File: config.mk
export PLATFORM = sky130hd
export DESIGN_NAME = clock_set_ctrl
export DESIGN_NICKNAME = d
export VERILOG_FILES = /design/src/rtl/clock_pkg.sv /design/src/rtl/bcd2_updown.sv /design/src/rtl/clock_set_ctrl.sv
export SDC_FILE = /design/constraint.sdc
export NUM_CORES = 1
export LEC_CHECK = 0
export ABC_AREA = 1
export CAP_MARGIN = 20
export CORE_MARGIN = 3
export CORE_UTILIZATION = 35
export DETAILED_ROUTE_END_ITERATION = 16
export GPL_TIMING_DRIVEN = 0
export PLACE_DENSITY = 0.5
export SKIP_LAST_GASP = 1
export SYNTH_ARGS = -nofsm -noshare
export SYNTH_HDL_FRONTEND = slang
export SYNTH_SLANG_ARGS = --single-unit
File: constraint.sdc
create_clock -name clk -period 3.4 [get_ports clk]
set_input_delay 0.68 -clock clk [delete_from_list [all_inputs] [get_ports clk]]
set_output_delay 0.68 -clock clk [all_outputs]
set_load 0.005 [all_outputs]
File: src/rtl/clock_pkg.sv
// Shared constants for the HH:MM time-setting controller and its BCD field counters.
package clock_pkg;

    localparam logic [1:0] RUN      = 2'd0;
    localparam logic [1:0] EDIT_HR  = 2'd1;
    localparam logic [1:0] EDIT_MIN = 2'd2;
    localparam logic [1:0] COMMIT   = 2'd3;

    localparam logic [3:0]  BLANK_CODE = 4'hF;
    localparam int unsigned HR_MAX     = 23;
    localparam int unsigned MIN_MAX    = 59;

    // True when both digits are decimal and the two-digit value does not exceed max.
    function automatic logic bcd2_valid(input logic [7:0] v, input int unsigned max);
        int unsigned tens;
        int unsigned units;
        tens  = 32'(v[7:4]);
        units = 32'(v[3:0]);
        return (tens <= 9) && (units <= 9) && ((tens * 10 + units) <= max);
    endfunction

endpackage

File: src/rtl/bcd2_updown.sv
// Two-digit BCD up/down counter wrapping between 00 and MAX; loads clamp out-of-range values to 00.
module bcd2_updown #(
    parameter int unsigned MAX = 59
) (
    input  logic       clk,
    input  logic       reset,
    input  logic       load_i,
    input  logic [7:0] load_val_i,
    input  logic       inc_i,
    input  logic       dec_i,
    output logic [7:0] val_o,
    output logic [7:0] nxt_o
);
    import clock_pkg::*;

    localparam logic [7:0] MAX_BCD = {4'(MAX / 10), 4'(MAX % 10)};

    logic [7:0] val_q;
    logic [7:0] val_d;

    always_comb begin
        val_d = val_q;
        if (load_i) begin
            val_d = bcd2_valid(load_val_i, MAX) ? load_val_i : 8'h00;
        end else if (inc_i && !dec_i) begin
            if (val_q == MAX_BCD)        val_d = 8'h00;
            else if (val_q[3:0] == 4'd9) val_d = {val_q[7:4] + 4'd1, 4'd0};
            else                         val_d = {val_q[7:4], val_q[3:0] + 4'd1};
        end else if (dec_i && !inc_i) begin
            if (val_q == 8'h00)          val_d = MAX_BCD;
            else if (val_q[3:0] == 4'd0) val_d = {val_q[7:4] - 4'd1, 4'd9};
            else                         val_d = {val_q[7:4], val_q[3:0] - 4'd1};
        end
    end

    always_ff @(posedge clk) begin
        if (reset) val_q <= 8'h00;
        else       val_q <= val_d;
    end

    assign val_o = val_q;
    assign nxt_o = val_d;

endmodule

File: src/rtl/clock_set_ctrl.sv
// Time-setting controller: snapshot running time, edit hours then minutes with blink, commit via load strobe.
// state    | meaning
// RUN      | display follows running time, waiting for mode
// EDIT_HR  | hours field editable and blinking
// EDIT_MIN | minutes field editable and blinking
// COMMIT   | one-cycle load strobe of the edited time
module clock_set_ctrl #(
    parameter int unsigned BLINK_MAX   = 50_000_000,
    parameter int unsigned TIMEOUT_SEC = 10,
    parameter logic [3:0]  BLANK_CODE  = clock_pkg::BLANK_CODE
) (
    input  logic       clk,
    input  logic       reset,
    input  logic       tick_1hz,
    input  logic       btn_mode,
    input  logic       btn_inc,
    input  logic       btn_dec,
    input  logic       btn_cancel,
    input  logic [3:0] time_in_0,
    input  logic [3:0] time_in_1,
    input  logic [3:0] time_in_2,
    input  logic [3:0] time_in_3,
    output logic       load,
    output logic [3:0] load_time_0,
    output logic [3:0] load_time_1,
    output logic [3:0] load_time_2,
    output logic [3:0] load_time_3,
    output logic [3:0] disp_time_0,
    output logic [3:0] disp_time_1,
    output logic [3:0] disp_time_2,
    output logic [3:0] disp_time_3,
    output logic       edit_active,
    output logic [1:0] state_o
);
    import clock_pkg::*;

    localparam int unsigned BW = (BLINK_MAX > 1) ? $clog2(BLINK_MAX) : 1;
    localparam int unsigned TW = $clog2(TIMEOUT_SEC + 1);
    localparam logic [BW-1:0] BLINK_LAST = BW'(BLINK_MAX - 1);
    localparam logic [TW-1:0] TMO_LAST   = TW'(TIMEOUT_SEC - 1);

    logic [1:0]    state_q, state_d;
    logic [TW-1:0] tmo_q, tmo_d;
    logic [BW-1:0] blink_cnt_q, blink_cnt_d;
    logic          blink_on_q, blink_on_d;
    logic          load_q, load_d;
    logic [15:0]   load_time_q, load_time_d;
    logic [15:0]   disp_q, disp_d;
    logic          edit_active_q, edit_active_d;

    logic        in_edit, next_edit, any_btn, adj, snap;
    logic [7:0]  hr_q, hr_nxt, min_q, min_nxt;
    logic [15:0] snap_val, edit_val;

    assign snap_val  = {time_in_0, time_in_1, time_in_2, time_in_3};
    assign in_edit   = (state_q == EDIT_HR) || (state_q == EDIT_MIN);
    assign next_edit = (state_d == EDIT_HR) || (state_d == EDIT_MIN);
    assign any_btn   = btn_mode | btn_inc | btn_dec | btn_cancel;
    assign snap      = (state_q == RUN) && btn_mode;
    // inc/dec only count when neither cancel nor mode claims the cycle
    assign adj       = in_edit && !btn_cancel && !btn_mode && (btn_inc || btn_dec);

    bcd2_updown #(.MAX(HR_MAX)) u_hours (
        .clk        (clk),
        .reset      (reset),
        .load_i     (snap),
        .load_val_i (snap_val[15:8]),
        .inc_i      (adj && (state_q == EDIT_HR) && btn_inc),
        .dec_i      (adj && (state_q == EDIT_HR) && btn_dec),
        .val_o      (hr_q),
        .nxt_o      (hr_nxt)
    );

    bcd2_updown #(.MAX(MIN_MAX)) u_minutes (
        .clk        (clk),
        .reset      (reset),
        .load_i     (snap),
        .load_val_i (snap_val[7:0]),
        .inc_i      (adj && (state_q == EDIT_MIN) && btn_inc),
        .dec_i      (adj && (state_q == EDIT_MIN) && btn_dec),
        .val_o      (min_q),
        .nxt_o      (min_nxt)
    );

    always_comb begin
        state_d = state_q;
        case (state_q)
            RUN: if (btn_mode) state_d = EDIT_HR;
            EDIT_HR, EDIT_MIN: begin
                if (btn_cancel)    state_d = RUN;
                else if (btn_mode) state_d = (state_q == EDIT_HR) ? EDIT_MIN : COMMIT;
                else if (tick_1hz && !any_btn && (tmo_q == TMO_LAST)) state_d = RUN;
            end
            default: state_d = RUN;
        endcase
    end

    always_comb begin
        tmo_d = tmo_q;
        if (!next_edit || any_btn) tmo_d = '0;
        else if (tick_1hz)         tmo_d = tmo_q + 1'b1;

        blink_cnt_d = blink_cnt_q + 1'b1;
        blink_on_d  = blink_on_q;
        if (!next_edit || (state_d != state_q) || adj) begin
            blink_cnt_d = '0;
            blink_on_d  = 1'b1;
        end else if (blink_cnt_q == BLINK_LAST) begin
            blink_cnt_d = '0;
            blink_on_d  = !blink_on_q;
        end
    end

    // Display uses next-state values so edits and blink changes show on the same edge
    always_comb begin
        edit_val = {hr_nxt, min_nxt};
        case (state_d)
            EDIT_HR:  disp_d = blink_on_d ? edit_val : {BLANK_CODE, BLANK_CODE, min_nxt};
            EDIT_MIN: disp_d = blink_on_d ? edit_val : {hr_nxt, BLANK_CODE, BLANK_CODE};
            COMMIT:   disp_d = edit_val;
            default:  disp_d = snap_val;
        endcase
        load_d        = (state_d == COMMIT);
        load_time_d   = load_d ? {hr_q, min_q} : load_time_q;
        edit_active_d = next_edit;
    end

    always_ff @(posedge clk) begin
        if (reset) begin
            state_q       <= RUN;
            tmo_q         <= '0;
            blink_cnt_q   <= '0;
            blink_on_q    <= 1'b1;
            load_q        <= 1'b0;
            load_time_q   <= '0;
            disp_q        <= '0;
            edit_active_q <= 1'b0;
        end else begin
            state_q       <= state_d;
            tmo_q         <= tmo_d;
            blink_cnt_q   <= blink_cnt_d;
            blink_on_q    <= blink_on_d;
            load_q        <= load_d;
            load_time_q   <= load_time_d;
            disp_q        <= disp_d;
            edit_active_q <= edit_active_d;
        end
    end

    assign state_o     = state_q;
    assign edit_active = edit_active_q;
    assign load        = load_q;
    assign load_time_0 = load_time_q[15:12];
    assign load_time_1 = load_time_q[11:8];
    assign load_time_2 = load_time_q[7:4];
    assign load_time_3 = load_time_q[3:0];
    assign disp_time_0 = disp_q[15:12];
    assign disp_time_1 = disp_q[11:8];
    assign disp_time_2 = disp_q[7:4];
    assign disp_time_3 = disp_q[3:0];

endmodule
==> key figures, run 1 <==
Clocking
  – H-tree levels: 3
  – CTS root buffer: clkbuf_16
  – Sink Count: between 80 and 90
  – CTS tree: done
  – Worst-case clock buffer depth: 2
  – Clk Latency, worst-skew pair: roughly 350 ps
  – CTS Buf Count: 9
  – Setup Buffers After CTS: 0
  – CTS Hold Bufs: 0
  – CTS resizes: 0
  – Reg clk slew, reported paths: approximately 70 ps

Floorplan
  – Die Wd: 131 µm
  – Initial Util: a little over a third
  – Core Region: roughly 0.015 mm²
  – Die H: 131 µm
  – Num ports: between 50 and 60
  – Die area: 0.0172 mm²
  – Cell row count: between 40 and 50

Synth
  – Simple-Gate Fraction of Synth Area: between 30% and 40%
  – Syn_area_per_cell: around 6.6 µm²
  – Mapped Nets: 891
  – Mapped Area: approximately 0.0055 mm²
  – Synth unique cells: 43
  – Main combinational cell family by area after synthesis: simple AND/OR/NAND/NOR gates
  – Post-Syn Instances: about 830
  – Post-synthesis adder-cell area fraction: under 10%
  – Flops & latches, synth: a little over 80
  – Post-synthesis xor/xnor area fraction: 2.87%
  – Mux share of post-synthesis cell area: 0.182%
  – Synth Area in Compound Gates: 9.97%
  – Yosys Warn Count: 0
  – Sequential element share of the synthesized area: a little under a third

Timing
  – Hold slack final: 446 ps
  – Post-route setup TNS: 0 ps
  – Worst setup margin: approximately 250 ps
  – Final worst-path cycle share: 92.6%
  – Unrepaired setup endpoints after global routing: false
  – Worst Max-Slew Pin Slew: 605 ps
  – Max Clk Rate: 318 MHz
  – Setup violations, final: 0
  – Fin Clk Skew: 8.86 ps
  – Hold Fails Final Rpt: 0
  – Pins Over Slew Limit: 0
  – Slew HR: roughly three fifths
  – Crit path time final: approximately 3100 ps

Power and ir drop
  – Clock group share of total power: a little under two fifths
  – Switching pwr: 905 µW
  – Sequential Power Share: a little under two fifths
  – Sw Ratio: between 30 and 40%
  – Power Density: between 400 and 500 mW/mm²
  – Leakage power: 0.00296 µW
  – Internal: roughly 2000 µW
  – Worst vdd ir: ~350 µV
  – Comb power frac: between 20% and 30%

Route
  – Vias: between 5000 and 6000
  – DRC viols: 0
  – Initial DRC count: between 200 and 250
  – Final WL: 14.2 mm
  – Detail Route Antenna Nets: 0
  – DR vias/cell: 4.76
  – Drt first pass iters: 5
  – Routed length per instance: approximately 13 µm

Final layout
  – # nets final: 960
  – Non-filler cells, final: 1112
  – Share of cells above drive strength 1: about 7%
  – Ant diodes: 0
  – FILL cells: roughly 1600
  – Area Growth Syn to Fin: 21.5%

Critical path
  – R2r setup slk: between 400 and 500 ps
  – Worst reg-to-reg path cell count: 15
  – Worst r2r dst: disp_q[8]$_SDFF_PP0_
  – R2r startpoint: state_o[1]$_SDFF_PP0_
  – Crit end category: flop
  – Req. time, crit path: 3690 ps
  – Worst Path Arrival: 3440 ps
  – WS Path Type: in -> reg
  – Crit-path max FO: 8
  – Startpoint types: input port

Run status
  – Status: finished, final reports clean

Global route
  – Largest net degree at the start of global routing: 17
  – Vias in the first global route: 5133
  – Initial antenna violation count: 0
  – Tot GR Track Use: between 10% and 20%
  – GRT overflow: 0
  – First-pass GRT wire length: between 20 and 25 mm

Flow run
  – MaxCap Viol Count: 0

Worst hold path
  – Min-delay worst type: reg -> reg
  – Hold_sp: blink_cnt_q[0]$_SDFF_PP0_
  – Hold Path End: blink_cnt_q[0]$_SDFF_PP0_
  – Worst Hold Depth: 1

Placement
  – Placer's final routability congestion estimate: 0.860
  – IO Port Bufs: 58
  – Hpwl dp: 11.2 mm
  – Inst Count DP: roughly 1100
  – Post-Place Worst Slack: -157 ps
cells by family (layout without fill, tap and decap cells):
family                   count (synthesis)  in the layout
AO/OA/AOI/OAI                          103            103
XOR/XNOR                                18             18
multiplexers                             1              1
flip-flops                              83             83
buffers and inverters                  127            201
AND/OR/NAND/NOR                        454            454
adder cells (fa/ha/maj)                 41             41
routing by layer:
layer / GRT usage (%) / vias up / share of wire, %
met2: 28.8 / 88 / 47
met4: 4.73 / 0 / 1.2
met5: 0 / - / 0
met1: 21.2 / 2390 / 48
li1: - / 2805 / -
met3: 3.45 / 12 / 3.9
synth_stat cells:
| cell | instances | share of area, % |
|---|---|---|
| nor2_2 | 5 | 0.57 |
| nand3_4 | 1 | 0.32 |
| clkinv_1 | 1 | 0.068 |
| o21ai_1 | 1 | 0.091 |
| mux2i_1 | 1 | 0.18 |
| nor3_4 | 1 | 0.30 |
| buf_6 | 3 | 0.61 |
| nor3_2 | 6 | 1.1 |
| buf_2 | 2 | 0.18 |
| and3_1 | 1 | 0.11 |
| inv_1 | 102 | 7.0 |
| nand3_2 | 5 | 0.91 |
| o22ai_1 | 1 | 0.11 |
| ha_1 | 37 | 8.4 |
| o21ba_2 | 1 | 0.18 |
| inv_2 | 2 | 0.14 |
| nand2_1 | 194 | 13 |
| buf_1 | 2 | 0.14 |
| nor4_1 | 2 | 0.23 |
| fa_1 | 4 | 1.5 |
| nor3b_1 | 6 | 0.82 |
| nand2_2 | 7 | 0.80 |
| nor2_1 | 101 | 6.9 |
| a21oi_2 | 3 | 0.48 |
| xor2_1 | 14 | 2.2 |
| nand4_1 | 20 | 2.3 |
| o21ai_0 | 41 | 3.7 |
| o211ai_1 | 4 | 0.55 |
| nand3b_1 | 2 | 0.27 |
| xnor2_1 | 4 | 0.64 |
| nand3_1 | 80 | 7.3 |
| nor2_4 | 1 | 0.20 |
| clkbuf_2 | 1 | 0.091 |
| nor4_2 | 1 | 0.23 |
| nor3b_2 | 1 | 0.23 |
| or2_2 | 4 | 0.46 |
| nor3_1 | 15 | 1.4 |
| a31oi_1 | 2 | 0.23 |
| a21o_1 | 1 | 0.14 |
| clkbuf_1 | 14 | 0.96 |
| dfxtp_1 | 83 | 30 |
| or2_1 | 1 | 0.11 |
| a21oi_1 | 49 | 4.5 |
final cells by class:
class,count,area (µm²),share of cell area (%)
well taps,211,264,3.95
clock buffers,9,225,3.37
inverters,105,394,5.90
multi-input cells,617,3330,49.9
repair buffers,58,581,8.69
clock inverters,7,109,1.63
plain buffers,22,110,1.65
flip-flops and latches,83,1660,24.9
state kept, by name, indices dropped and copies added (netlist names):
register         count
blink_cnt_q         26
load                 1
load_time_q         16
tmo_q                4
edit_active          1
u_hours.val_o        8
disp_q              16
state_o              2
blink_on_q           1
u_minutes.val_o      8
cell usage in the layout (no fill, tap or decap), types with 2 or more instances in the layout:
| master | count |
|---|---|
| nand3_1 | 80 |
| nor2_1 | 100 |
| clkbuf_1 | 13 |
| clkinv_4 | 2 |
| inv_8 | 2 |
| inv_2 | 2 |
| nand2_2 | 7 |
| a21oi_1 | 49 |
| fa_1 | 4 |
| nor3_1 | 15 |
| clkbuf_16 | 9 |
| xor2_1 | 14 |
| nor3_2 | 6 |
| inv_1 | 102 |
| or2_2 | 4 |
| nor4_1 | 2 |
| a31oi_1 | 2 |
| nor3b_1 | 6 |
| o21ai_0 | 41 |
| nand3_2 | 5 |
| nand4_1 | 20 |
| nor2_2 | 6 |
| bufinv_16 | 2 |
| nand3b_1 | 2 |
| buf_1 | 2 |
| xnor2_1 | 4 |
| nand2_1 | 194 |
| buf_6 | 3 |
| ha_1 | 37 |
| dfxtp_1 | 83 |
| clkdlybuf4s50_1 | 58 |
| buf_2 | 2 |
| o211ai_1 | 4 |
| clkbuf_2 | 2 |
| a21oi_2 | 3 |
power groups by stage:
stage / logic [µW] / clock network (µW) / registers, µW
after floorplan: 449 / 0 / 1100
after global placement: 721 / 0 / 1110
after detailed placement: 724 / 0 / 1100
after CTS: 728 / 1140 / 1080
after global routing: 828 / 1170 / 1090
final: 724 / 1100 / 1080
through the flow:
| step | area (µm²) | util (%) | power [µW] |
|---|---|---|---|
| 2_1_floorplan | 5500 | - | 1550 |
| 3_3_place_gp | 6340 | 41.6 | 1830 |
| 3_5_place_dp | 6340 | 41.6 | 1830 |
| 4_1_cts | 6680 | 43.7 | 2950 |
| 5_1_grt | 6680 | 43.8 | 3090 |
| 6_report | 6680 | 43.8 | 2900 |
worst max path at each step:
stage / from / endpoint / slack, ps / cells after the start
after floorplan: time_in_2[1] / disp_q[1]$_SDFF_PP0_ / 810 / 13
after global placement: time_in_0[1] / disp_q[9]$_SDFF_PP0_ / -100 / 16
after detailed placement: time_in_0[1] / disp_q[8]$_SDFF_PP0_ / -160 / 14
after CTS: time_in_0[1] / disp_q[8]$_SDFF_PP0_ / 210 / 14
after global routing: time_in_2[1] / disp_q[2]$_SDFF_PP0_ / 20 / 14
final: time_in_2[1] / disp_q[1]$_SDFF_PP0_ / 250 / 14
worst max-delay path: stages:
cell and delay (ps):
clkdlybuf4s50_1 620, ha_1 290, ha_1 210, inv_1 70, fa_1 430, nor4_1 280
nand3b_1 100, nand2_1 230, nand3_1 170, nand2_1 110, nand2_1 50, nand3_1 90
nand2_1 60, inv_1 40
(Power assumes the default switching activity.)
==> run 2, diff against run 1 <==
--- a/config.mk
+++ b/config.mk
@@ -9,6 +9,7 @@
 export CAP_MARGIN = 20
 export CORE_MARGIN = 3
 export CORE_UTILIZATION = 35
+export CTS_CLUSTER_DIAMETER = 80
 export DETAILED_ROUTE_END_ITERATION = 16
 export GPL_TIMING_DRIVEN = 0
 export PLACE_DENSITY = 0.5
==> results of run 2 <==
No change in the layout: final DEF, timing and power equal those of run 1.
==> RTL change 1, RTL diff (config.mk and constraints of run 2) <==
Set the parameter `TIMEOUT_SEC` to 12 (it was 10).
--- a/src/rtl/clock_set_ctrl.sv
+++ b/src/rtl/clock_set_ctrl.sv
@@ -8,3 +8,3 @@
     parameter int unsigned BLINK_MAX   = 50_000_000,
-    parameter int unsigned TIMEOUT_SEC = 10,
+    parameter int unsigned TIMEOUT_SEC = 12,
     parameter logic [3:0]  BLANK_CODE  = clock_pkg::BLANK_CODE
Behaviour: no difference found for any inputs over 4 cycles, from zero or initial values and one cycle with reset high; that may be too few to reach the edited logic, so the function may still have changed.
==> RTL change 1 against run 2 <==
Register-to-register slack got worse by 0.06 ns; critical path type unchanged; area after synthesis down 0.57%; worst setup slack improved by 0.023 ns; sequential cell count is the same; total power decreased by 0.62%; global-route usage up 0.65 points; routed wire length decreased by 1.0%; via count is 0.19% higher; sequential share of layout area grew 0.15 points; first-iteration DRC count increased by 19%; cell area fell by 0.58%.
==> RTL change 1: results <==
group,metric,value,unit
route,wl_per_cell,12.7,µm
yosys,syn_nets,887,
yosys,async_flop_share,0,
critical_path,crit_slowest_cell,"clkdlybuf4s50_1",
finish,num-fill-cells,1592,
global_routing,grt_pass1_wl,23900,µm
critical_path,crit_fanout,8,
finish,nets,955,
global_routing,grt_usage,0.173,
route,vias,5305,
timing,slew_headroom,0.608,
yosys,yosys_warnings,0,
outcome,status,"finished, final reports clean",
finish,drive_gt1_frac,0.0658,
finish,top_regs,"blink_cnt_q x26, disp_q x16, load_time_q x16",
critical_path,slowest_delay,0.59,ns
yosys,synth_seq_area_share,0.304,
placement,detailed_place_hpwl,11300,µm
power,p_sw,0.894,mW
placement,io_buffers,57,
yosys,ys_top_cells_by_count,"200 x nand2_1, 99 x inv_1, 90 x nor2_1, 83 x dfxtp_1, 75 x nand3_1",
clock_tree,clkTransAtPathRegs,0.07,ns
power,cellLeakagePower,2.95,nW
route,dr.pass1.iters,4,
placement,gp_congestion,0.837,
global_routing,grt_pass1_vias,5180,
clock_tree,cts_buffers,9,
power,ir_drop,0.000252,V
critical_path,cp.arrival,3.42,ns
route,drt_iter0_markers,248,
finish,finalNonFillerCells,1108,
timing,skew,0.00913,ns
clock_tree,clock_latency,0.35,ns
hold_path,hold_class,"reg2reg",
yosys,syn_inst,824,
finish,antenna_cells,0,
yosys,synth_cell_type_count,39,
clock_tree,cts_htree_levels,3,
clock_tree,clk_path_buf_depth,2,
yosys,ys_top_cells_by_area,"dfxtp_1 30%, nand2_1 14%, ha_1 8.2%, nand3_1 6.9%, inv_1 6.8%",
RTL change 1: worst max-delay path, delay by kind of cell:
| family | cells | cell delay (ns) |
|---|---|---|
| AND/OR/NAND/NOR | 8 | 1.10 |
| buffers and inverters | 3 | 0.71 |
| adder cells (fa/ha/maj) | 3 | 0.92 |
RTL change 1: final cells by class:
cell class                 count  share of cell area
tap                          211              0.0398
timing repair buffer          57              0.0867
clock inverter                 7              0.0160
multi-input combinational    612               0.498
inverter                     107              0.0605
buffer                        22              0.0145
sequential                    83               0.250
clock buffer                   9              0.0339
RTL change 1: worst paths after layout:
| kind | slack (ns) | to | depth (start not counted) | from |
|---|---|---|---|---|
| min | 0.44 | blink_cnt_q[0]$_SDFF_PP0_ | 1 | blink_cnt_q[0]$_SDFF_PP0_ |
| min reg2reg | 0.44 | blink_cnt_q[0]$_SDFF_PP0_ | 1 | blink_cnt_q[0]$_SDFF_PP0_ |
| max reg2reg | 0.39 | disp_q[3]$_SDFF_PP0_ | 18 | state_o[0]$_SDFF_PP0_ |
| max | 0.27 | disp_q[3]$_SDFF_PP0_ | 14 | time_in_2[3] |
RTL change 1: through the flow:
step / setup slack [ns] / area, µm² / util
floorplan: 0.793 / 5470 / -
global placement: -0.232 / 6300 / 0.413
detailed placement: -0.248 / 6300 / 0.413
CTS: 0.119 / 6630 / 0.435
global route: 0.0303 / 6640 / 0.435
finish: 0.275 / 6640 / 0.435
RTL change 1: repair_timing:
| action | CTS | global route |
|---|---|---|
| resized for setup | 0 | 6 |
| setup buffers | 0 | 0 |
| endpoints found under the setup margin | 0 | 11 |
| endpoints found under the hold margin | 0 | 0 |
RTL change 1: kinds of logic after synthesis:
group	after synthesis	share of synthesized area
compound gates	102	0.0962
xor+xnor	18	0.0288
fa+ha+maj	40	0.0971
buf+inv	129	0.0909
flops	83	0.304
mux	1	0.00183
simple gates	451	0.381
RTL change 1: power by group through the flow:
stage,clock (mW),sequential (mW),combinational (mW)
4_1_cts,1.13,1.08,0.724
2_1_floorplan,0,1.10,0.441
5_1_grt,1.16,1.09,0.816
3_5_place_dp,0,1.11,0.719
3_3_place_gp,0,1.10,0.714
6_report,1.08,1.08,0.720
RTL change 1: layer usage:
| metal | track usage | wire length, µm |
|---|---|---|
| met4 | 0.0551 | 215 |
| met3 | 0.0362 | 601 |
| met2 | 0.294 | 6690 |
| met1 | 0.220 | 6540 |
| met5 | 0 | 0 |
==> RTL change 2, RTL diff (flow settings as in run 2) <==
Made on the original files. Reset style: asynchronous (`reset`), changed in 2 clocked blocks.
--- a/src/rtl/bcd2_updown.sv
+++ b/src/rtl/bcd2_updown.sv
@@ -35,3 +35,3 @@
 
-    always_ff @(posedge clk) begin
+    always_ff @(posedge clk or posedge reset) begin
         if (reset) val_q <= 8'h00;
--- a/src/rtl/clock_set_ctrl.sv
+++ b/src/rtl/clock_set_ctrl.sv
@@ -127,3 +127,3 @@
 
-    always_ff @(posedge clk) begin
+    always_ff @(posedge clk or posedge reset) begin
         if (reset) begin
Check against the original RTL: differs if reset is asserted again (counterexample within 4 cycles, from zero or initial values and one cycle with reset high); with reset held inactive, the same outputs for 4 cycles.
==> RTL change 2 against run 2 <==
Area after synthesis is 8.1% higher; register-to-register slack worse by 0.05 ns; sequential cell count stayed put; hold slack better by 0.037 ns; cell area is 7.7% higher; die area is 7.7% higher; critical path depth is 3 higher; worst setup slack better by 0.016 ns; routed wire length is 10% higher; critical endpoint is now disp_q[3]$_DFF_PP0_; highest routed layer unchanged.
Power is not compared: it rests on default switching activity, and its combinational part moved more than twofold at a synthesized area within 25%.
==> RTL change 2: results <==
group,metric,value,unit
outcome,status,"finished, final reports clean",
finish,multi_input_area_share,0.478,
placement,gp_congestion,0.862,
timing,holdWs,0.482,ns
yosys,syn_nets,896,
finish,nets,966,
finish,drive_gt1_frac,0.0783,
placement,detailed_place_hpwl,12400,µm
route,wl,15700,µm
hold_path,min_to,"load_time_q[15]$_DFFE_PP0P_",
timing,layout_setup_ws,0.267,ns
finish,post-route-util,0.434,
hold_path,hold_path_startpoint,"load_time_q[15]$_DFFE_PP0P_",
critical_path,slowest_delay,0.47,ns
route,vias,5472,
critical_path,reg2reg_from,"state_o[1]$_DFF_PP0_",
finish,signal_buffers,75,
critical_path,startpoint,"btn_inc",
placement,dp_slack,-0.182,ns
timing,slew_headroom,0.556,
yosys,async_flop_share,1.00,
global_routing,grt_pass1_vias,5369,
finish,nMultiInputCombCells,639,
finish,clk_share,0.0501,
global_routing,grt_usage,0.177,
critical_path,endpoint,"disp_q[3]$_DFF_PP0_",
yosys,ys_top_cells_by_count,"226 x nand2_1, 96 x nor2_1, 92 x nand3_1, 90 x inv_1, 82 x dfrtp_1",
yosys,synth_top_flop_cell,"dfrtp_1",
route,drt_iter0_markers,281,
[RTL change 2: changes by cell type after synthesis, moves of 5 or more]
cell	before	now
a21oi_1	49	19
and2_1	0	13
clkbuf_1	14	6
dfrtp_1	0	82
dfxtp_1	83	0
inv_1	102	90
nand2_1	194	226
nand3_1	80	92
nor2_1	101	96
nor3_1	15	20
o21ai_0	41	32
or2_2	4	12
[RTL change 2: routing by layer]
| metal | routed length (µm) | global-route usage | vias to the layer above |
|---|---|---|---|
| met2 | 7690 | 0.307 | 105 |
| met4 | 265 | 0.0644 | 0 |
| met5 | 0 | 0 | - |
| met1 | 7240 | 0.226 | 2538 |
| li1 | - | - | 2811 |
| met3 | 474 | 0.0226 | 18 |
[RTL change 2: logic make-up (layout without fill, tap and decap cells)]
logic type | after synthesis | after routing | synth area share
xor+xnor | 19 | 19 | 0.0280
simple gates | 515 | 515 | 0.397
buf+inv | 110 | 185 | 0.0722
flops | 83 | 83 | 0.350
compound gates | 64 | 64 | 0.0617
fa+ha+maj | 41 | 41 | 0.0914
